File: config.mk
export PLATFORM = sky130hd
export DESIGN_NAME = sar_search
export DESIGN_NICKNAME = d
export VERILOG_FILES = /design/src/rtl/sar_pkg.sv /design/src/rtl/sar_search.sv
export SDC_FILE = /design/constraint.sdc
export NUM_CORES = 1
export LEC_CHECK = 0
export CORE_ASPECT_RATIO = 1.1
export CORE_MARGIN = 1.5
export CORE_UTILIZATION = 46
export DETAILED_ROUTE_END_ITERATION = 7
export PLACE_DENSITY_LB_ADDON = 0.25
export SETUP_SLACK_MARGIN = 0.05
export SYNTH_ARGS = -nofsm -noshare
export SYNTH_HDL_FRONTEND = slang
export SYNTH_SLANG_ARGS = --single-unit
File: constraint.sdc
create_clock -name clk -period 1.75 [get_ports clk]
set_input_delay 0.35 -clock clk [delete_from_list [all_inputs] [get_ports clk]]
set_output_delay 0.35 -clock clk [all_outputs]
set_load 0.01 [all_outputs]
File: src/rtl/sar_pkg.sv
// Shared types and defaults for the successive-approximation search controller.
package sar_pkg;

  localparam int unsigned SAR_WIDTH = 4;

  typedef enum logic [1:0] {
    IDLE   = 2'b00,
    SEARCH = 2'b01,
    DONE   = 2'b10
  } sar_state_t;

  // A well-behaved comparator reports exactly one of eq/lt/gt.
  function automatic logic rel_valid(input logic eq, input logic lt, input logic gt);
    return (eq & ~lt & ~gt) | (~eq & lt & ~gt) | (~eq & ~lt & gt);
  endfunction

endpackage

File: src/rtl/sar_search.sv
// MSB-first successive-approximation search against an external magnitude
// comparator; recovers the comparator's hidden operand through compare-only access.
module sar_search
  import sar_pkg::*;
#(
  parameter int unsigned WIDTH = SAR_WIDTH
) (
  input  logic             clk,
  input  logic             rst_n,
  input  logic             start,
  input  logic             cmp_eq,
  input  logic             cmp_lt,
  input  logic             cmp_gt,
  output logic [WIDTH-1:0] guess,
  output logic             busy,
  output logic             done,
  output logic [WIDTH-1:0] result,
  output logic             hit,
  output logic             err
);

  localparam int unsigned     KW   = (WIDTH > 2) ? $clog2(WIDTH) : 1;
  localparam logic [KW-1:0]   KTOP = KW'(WIDTH - 1);
  localparam logic [WIDTH-1:0] ONE = WIDTH'(1);
  localparam logic [WIDTH-1:0] MSB = ONE << (WIDTH - 1);

  sar_state_t       state, state_nxt;
  logic [WIDTH-1:0] acc, acc_nxt, acc_upd, probe;
  logic [KW-1:0]    k, k_nxt;
  logic [WIDTH-1:0] guess_nxt, result_nxt;
  logic             busy_nxt, done_nxt, hit_nxt, err_nxt;

  always_ff @(posedge clk or negedge rst_n) begin
    if (!rst_n) begin
      state  <= IDLE;
      acc    <= '0;
      k      <= KTOP;
      guess  <= '0;
      busy   <= 1'b0;
      done   <= 1'b0;
      result <= '0;
      hit    <= 1'b0;
      err    <= 1'b0;
    end else begin
      state  <= state_nxt;
      acc    <= acc_nxt;
      k      <= k_nxt;
      guess  <= guess_nxt;
      busy   <= busy_nxt;
      done   <= done_nxt;
      result <= result_nxt;
      hit    <= hit_nxt;
      err    <= err_nxt;
    end
  end

  // gt keeps the trial bit (acc takes the guess); lt drops it (acc unchanged).
  always_comb begin
    acc_upd = cmp_gt ? guess : acc;
    probe   = acc_upd | (ONE << (k - KW'(1)));
  end

  always_comb begin
    state_nxt  = state;
    acc_nxt    = acc;
    k_nxt      = k;
    guess_nxt  = guess;
    busy_nxt   = busy;
    done_nxt   = 1'b0;
    result_nxt = result;
    hit_nxt    = hit;
    err_nxt    = err;

    unique case (state)
      IDLE: begin
        if (start) begin
          acc_nxt   = '0;
          k_nxt     = KTOP;
          guess_nxt = MSB;
          busy_nxt  = 1'b1;
          hit_nxt   = 1'b0;
          err_nxt   = 1'b0;
          state_nxt = SEARCH;
        end
      end

      SEARCH: begin
        if (!rel_valid(cmp_eq, cmp_lt, cmp_gt)) begin
          err_nxt    = 1'b1;
          result_nxt = acc;
          busy_nxt   = 1'b0;
          state_nxt  = DONE;
        end else if (cmp_eq) begin
          hit_nxt    = 1'b1;
          result_nxt = guess;
          busy_nxt   = 1'b0;
          state_nxt  = DONE;
        end else begin
          acc_nxt = acc_upd;
          if (k != '0) begin
            k_nxt     = k - KW'(1);
            guess_nxt = probe;
          end else begin
            result_nxt = acc_upd;
            hit_nxt    = 1'b0;
            busy_nxt   = 1'b0;
            state_nxt  = DONE;
          end
        end
      end

      DONE: begin
        done_nxt  = 1'b1;
        state_nxt = IDLE;
      end

      default: state_nxt = IDLE;
    endcase
  end

endmodule

==> impl_metrics.env <==
export IMPL_drc=0
export IMPL_grt_pass1_vias=816
export IMPL_hpwl_um=1720
export IMPL_r2r_cells=7
export IMPL_skew_ns=0.00793
export IMPL_cts_made_buffers=3
export IMPL_max_cap_viol_count=0
export IMPL_synthesis_area_mm2=0.00107
export IMPL_powerDensity_mw_per_mm2=1550
export IMPL_via_per_inst=4.91
export IMPL_std_cell_rows=18
export IMPL_antenna_cells=0
export IMPL_clkSinkCount=20
export IMPL_cts_max_level=1
export IMPL_crit_arrival_ns=1.95
export IMPL_cp_max_fo=3
export IMPL_yosys_register_bits=20
export IMPL_path_clk_slew_ns=0.12
export IMPL_finalCriticalPeriod_ns=1.76
export IMPL_dp_slack_ns=-0.398
export IMPL_rsz0062_at_grt="yes"
export IMPL_syn_to_final_growth_pct=45.6
export IMPL_hold_violations=0
export IMPL_end_kind="register"
export IMPL_initialDrtViolationCount=13
export IMPL_drive_above_1_share_pct=34.5
export IMPL_detail_route_wirelength_um=2340
export IMPL_io_pins=18
export IMPL_cts_root_buffer="clkbuf_4"
export IMPL_ys_types=28
export IMPL_finalSetupViolCount=2
export IMPL_fin_crit_sh_pct=100
export IMPL_overflow=0
export IMPL_finalWorstSetupSlack_ns=-0.00610
export IMPL_p_leak_uw=0.000730
export IMPL_numPortBuffers=17
export IMPL_cp_start_kind="input pin"
export IMPL_initial_core_util_pct=48.0
export IMPL_vias=845
export IMPL_avgSynthCellArea_um2=10.8
export IMPL_final_area_mm2=0.00156
export IMPL_violations="setup timing"
export IMPL_globalplace_congestion=0.799
export IMPL_crit_required_ns=1.94
export IMPL_tightest_slew_ns=0.368
export IMPL_fp_dieW_um=49.0
export IMPL_finish_net_count=154
export IMPL_synth_nets=110
export IMPL_worstSetupPathType="input pin to register"
export IMPL_grt_max_degree=15
export IMPL_seq_area_frac_synth_pct=47.0
export IMPL_max_freq_mhz=569
export IMPL_status="complete, but fails checks"
export IMPL_insertion_delay_ns=0.30
export IMPL_maxSlewHeadroom_pct=75.4
export IMPL_coreArea_mm2=0.00223
export IMPL_cts_path_max_buffers=2
export IMPL_postSynthCellCount=99
export IMPL_dr_pass1_iters=4
export IMPL_grt_total_usage_pct=18.7
export IMPL_fp_dieH_um=53.6
export IMPL_placed_area_mm2=0.00142
export IMPL_ys_warn_count=0
export IMPL_cts_tree="done"
export IMPL_wire_per_inst_um=13.6
export IMPL_grt_pass1_wl_um=3700
export IMPL_ant_nets=0
export IMPL_r2r_slack_ns=0.05
export IMPL_min_path_type="input pin to asynchronous set/reset pin"
export IMPL_antenna_found_initial=0
export IMPL_slew_violations=0
export IMPL_vdd_drop_max_uv=967
export IMPL_dieArea_mm2=0.00263
-- final timing paths --
path	start	to
worst max-delay path	cmp_lt	guess[3]
worst min-delay path	rst_n	busy
worst max register to register	k[0]	guess[3]
worst min register to register	hit	hit
max in group asynchronous	rst_n	guess[3]
min in group clk	hit	hit
-- registers in the layout (all words and copies together) (netlist names) --
| signal | count |
|---|---|
| acc | 4 |
| guess | 4 |
| result | 4 |
| k | 2 |
| state | 2 |
| busy | 1 |
| done | 1 |
| err | 1 |
| hit | 1 |
-- cell usage after synthesis, drive strengths merged --
library cell / n / area share [%]
a21oi: 12 / 5.6
o21bai: 1 / 0.70
mux2i: 8 / 7.5
nor2b: 1 / 0.58
o31ai: 1 / 0.70
mux2: 6 / 6.3
inv: 7 / 2.5
dfstp: 2 / 4.9
clkbuf: 1 / 0.35
dfrtp: 18 / 42
xnor2: 1 / 0.82
a21o: 1 / 0.70
nand2b: 2 / 1.2
o21ai: 7 / 3.6
and2b: 2 / 1.4
ha: 5 / 5.8
nand2: 4 / 1.4
o41ai: 3 / 2.5
nor4: 1 / 0.58
xor2: 2 / 1.6
or3: 1 / 0.58
a211o: 1 / 0.93
nor2: 7 / 2.5
buf: 3 / 2.8
a31oi: 1 / 0.58
a211oi: 1 / 1.9
-- logic make-up (layout without fill, tap and decap cells) --
group                      count (synthesis)  in the layout  synth area share, %
adders and majority gates                  5              5                 5.84
AOI/OAI and AO/OA                         28             28                 17.2
and+or+nand+nor                           18             18                 8.18
xor gates and xnor gates                   3              3                 2.45
buffers and inverters                     11             54                 5.61
DFF                                       20             20                 47.0
muxes                                     14             14                 13.8
-- power breakdown --
part	total [uW]	internal (uW)	switching (uW)
Clock	381	231	150
Sequential	777	648	129
Combinational	1260	700	560
Total	2420	1580	839
-- layout by cell type, fill, tap and decap left out, types with 2 or more instances in the layout --
cell / synthesis / layout
buf_4: 1 / 25
dfrtp_1: 18 / 18
clkdlybuf4s50_1: 0 / 15
a21oi_1: 12 / 10
mux2i_1: 8 / 8
o21ai_0: 6 / 6
nor2_1: 7 / 6
mux2_4: 0 / 5
inv_1: 7 / 5
nand2_1: 4 / 4
ha_1: 5 / 4
o41ai_1: 3 / 3
clkbuf_4: 0 / 3
inv_4: 0 / 2
nand2b_1: 2 / 2
and2b_1: 2 / 2
a21oi_2: 0 / 2
dlygate4sd2_1: 0 / 2
dfstp_2: 2 / 2
-- per-layer routing --
| metal | vias up | wire (um) | share of wire [%] | track usage (%) |
|---|---|---|---|---|
| met5 | - | 0 | 0 | 0 |
| met4 | 0 | 20 | 0.86 | 5.71 |
| met3 | 2 | 49 | 2.1 | 2.50 |
| met2 | 13 | 1140 | 49 | 31.7 |
| met1 | 400 | 1130 | 48 | 25.4 |
| li1 | 430 | - | - | - |
-- through the flow --
step | utilization [%] | setup TNS [ns] | hold slack, ns | instances | total power (uW)
6_report | 69.9 | -0.00773 | 0.304 | 172 | 2420
2_1_floorplan | - | 0 | 0.0544 | 99 | 1440
3_5_place_dp | 63.5 | -5.35 | 0.489 | 159 | 1900
5_1_grt | 69.9 | -0.284 | 0.315 | 172 | 2590
4_1_cts | 67.8 | 0 | 0.308 | 168 | 2380
3_3_place_gp | 63.5 | -4.48 | 0.465 | 159 | 1860
-- final cells by class --
type / instances / area, um2
multi-input cells: 68 / 568
inverters: 7 / 31.3
flip-flops and latches: 20 / 503
fillers: 159 / 671
repair buffers: 43 / 367
clock inverters: 1 / 30.0
clock buffers: 3 / 22.5
well taps: 30 / 37.5
-- worst max-delay path: stages --
cell             delay, ns
clkdlybuf4s50_1       0.52
xor2_1                0.21
o21ai_2               0.11
a211oi_4              0.29
buf_4                 0.17
mux2_4                0.29
-- repair_timing --
item	CTS	global route
setup endpoints to repair	14	13
setup buffers	5	4
hold buffers	0	0
gates resized for setup	5	3
No activity file was read; power rests on OpenSTA's default activity.
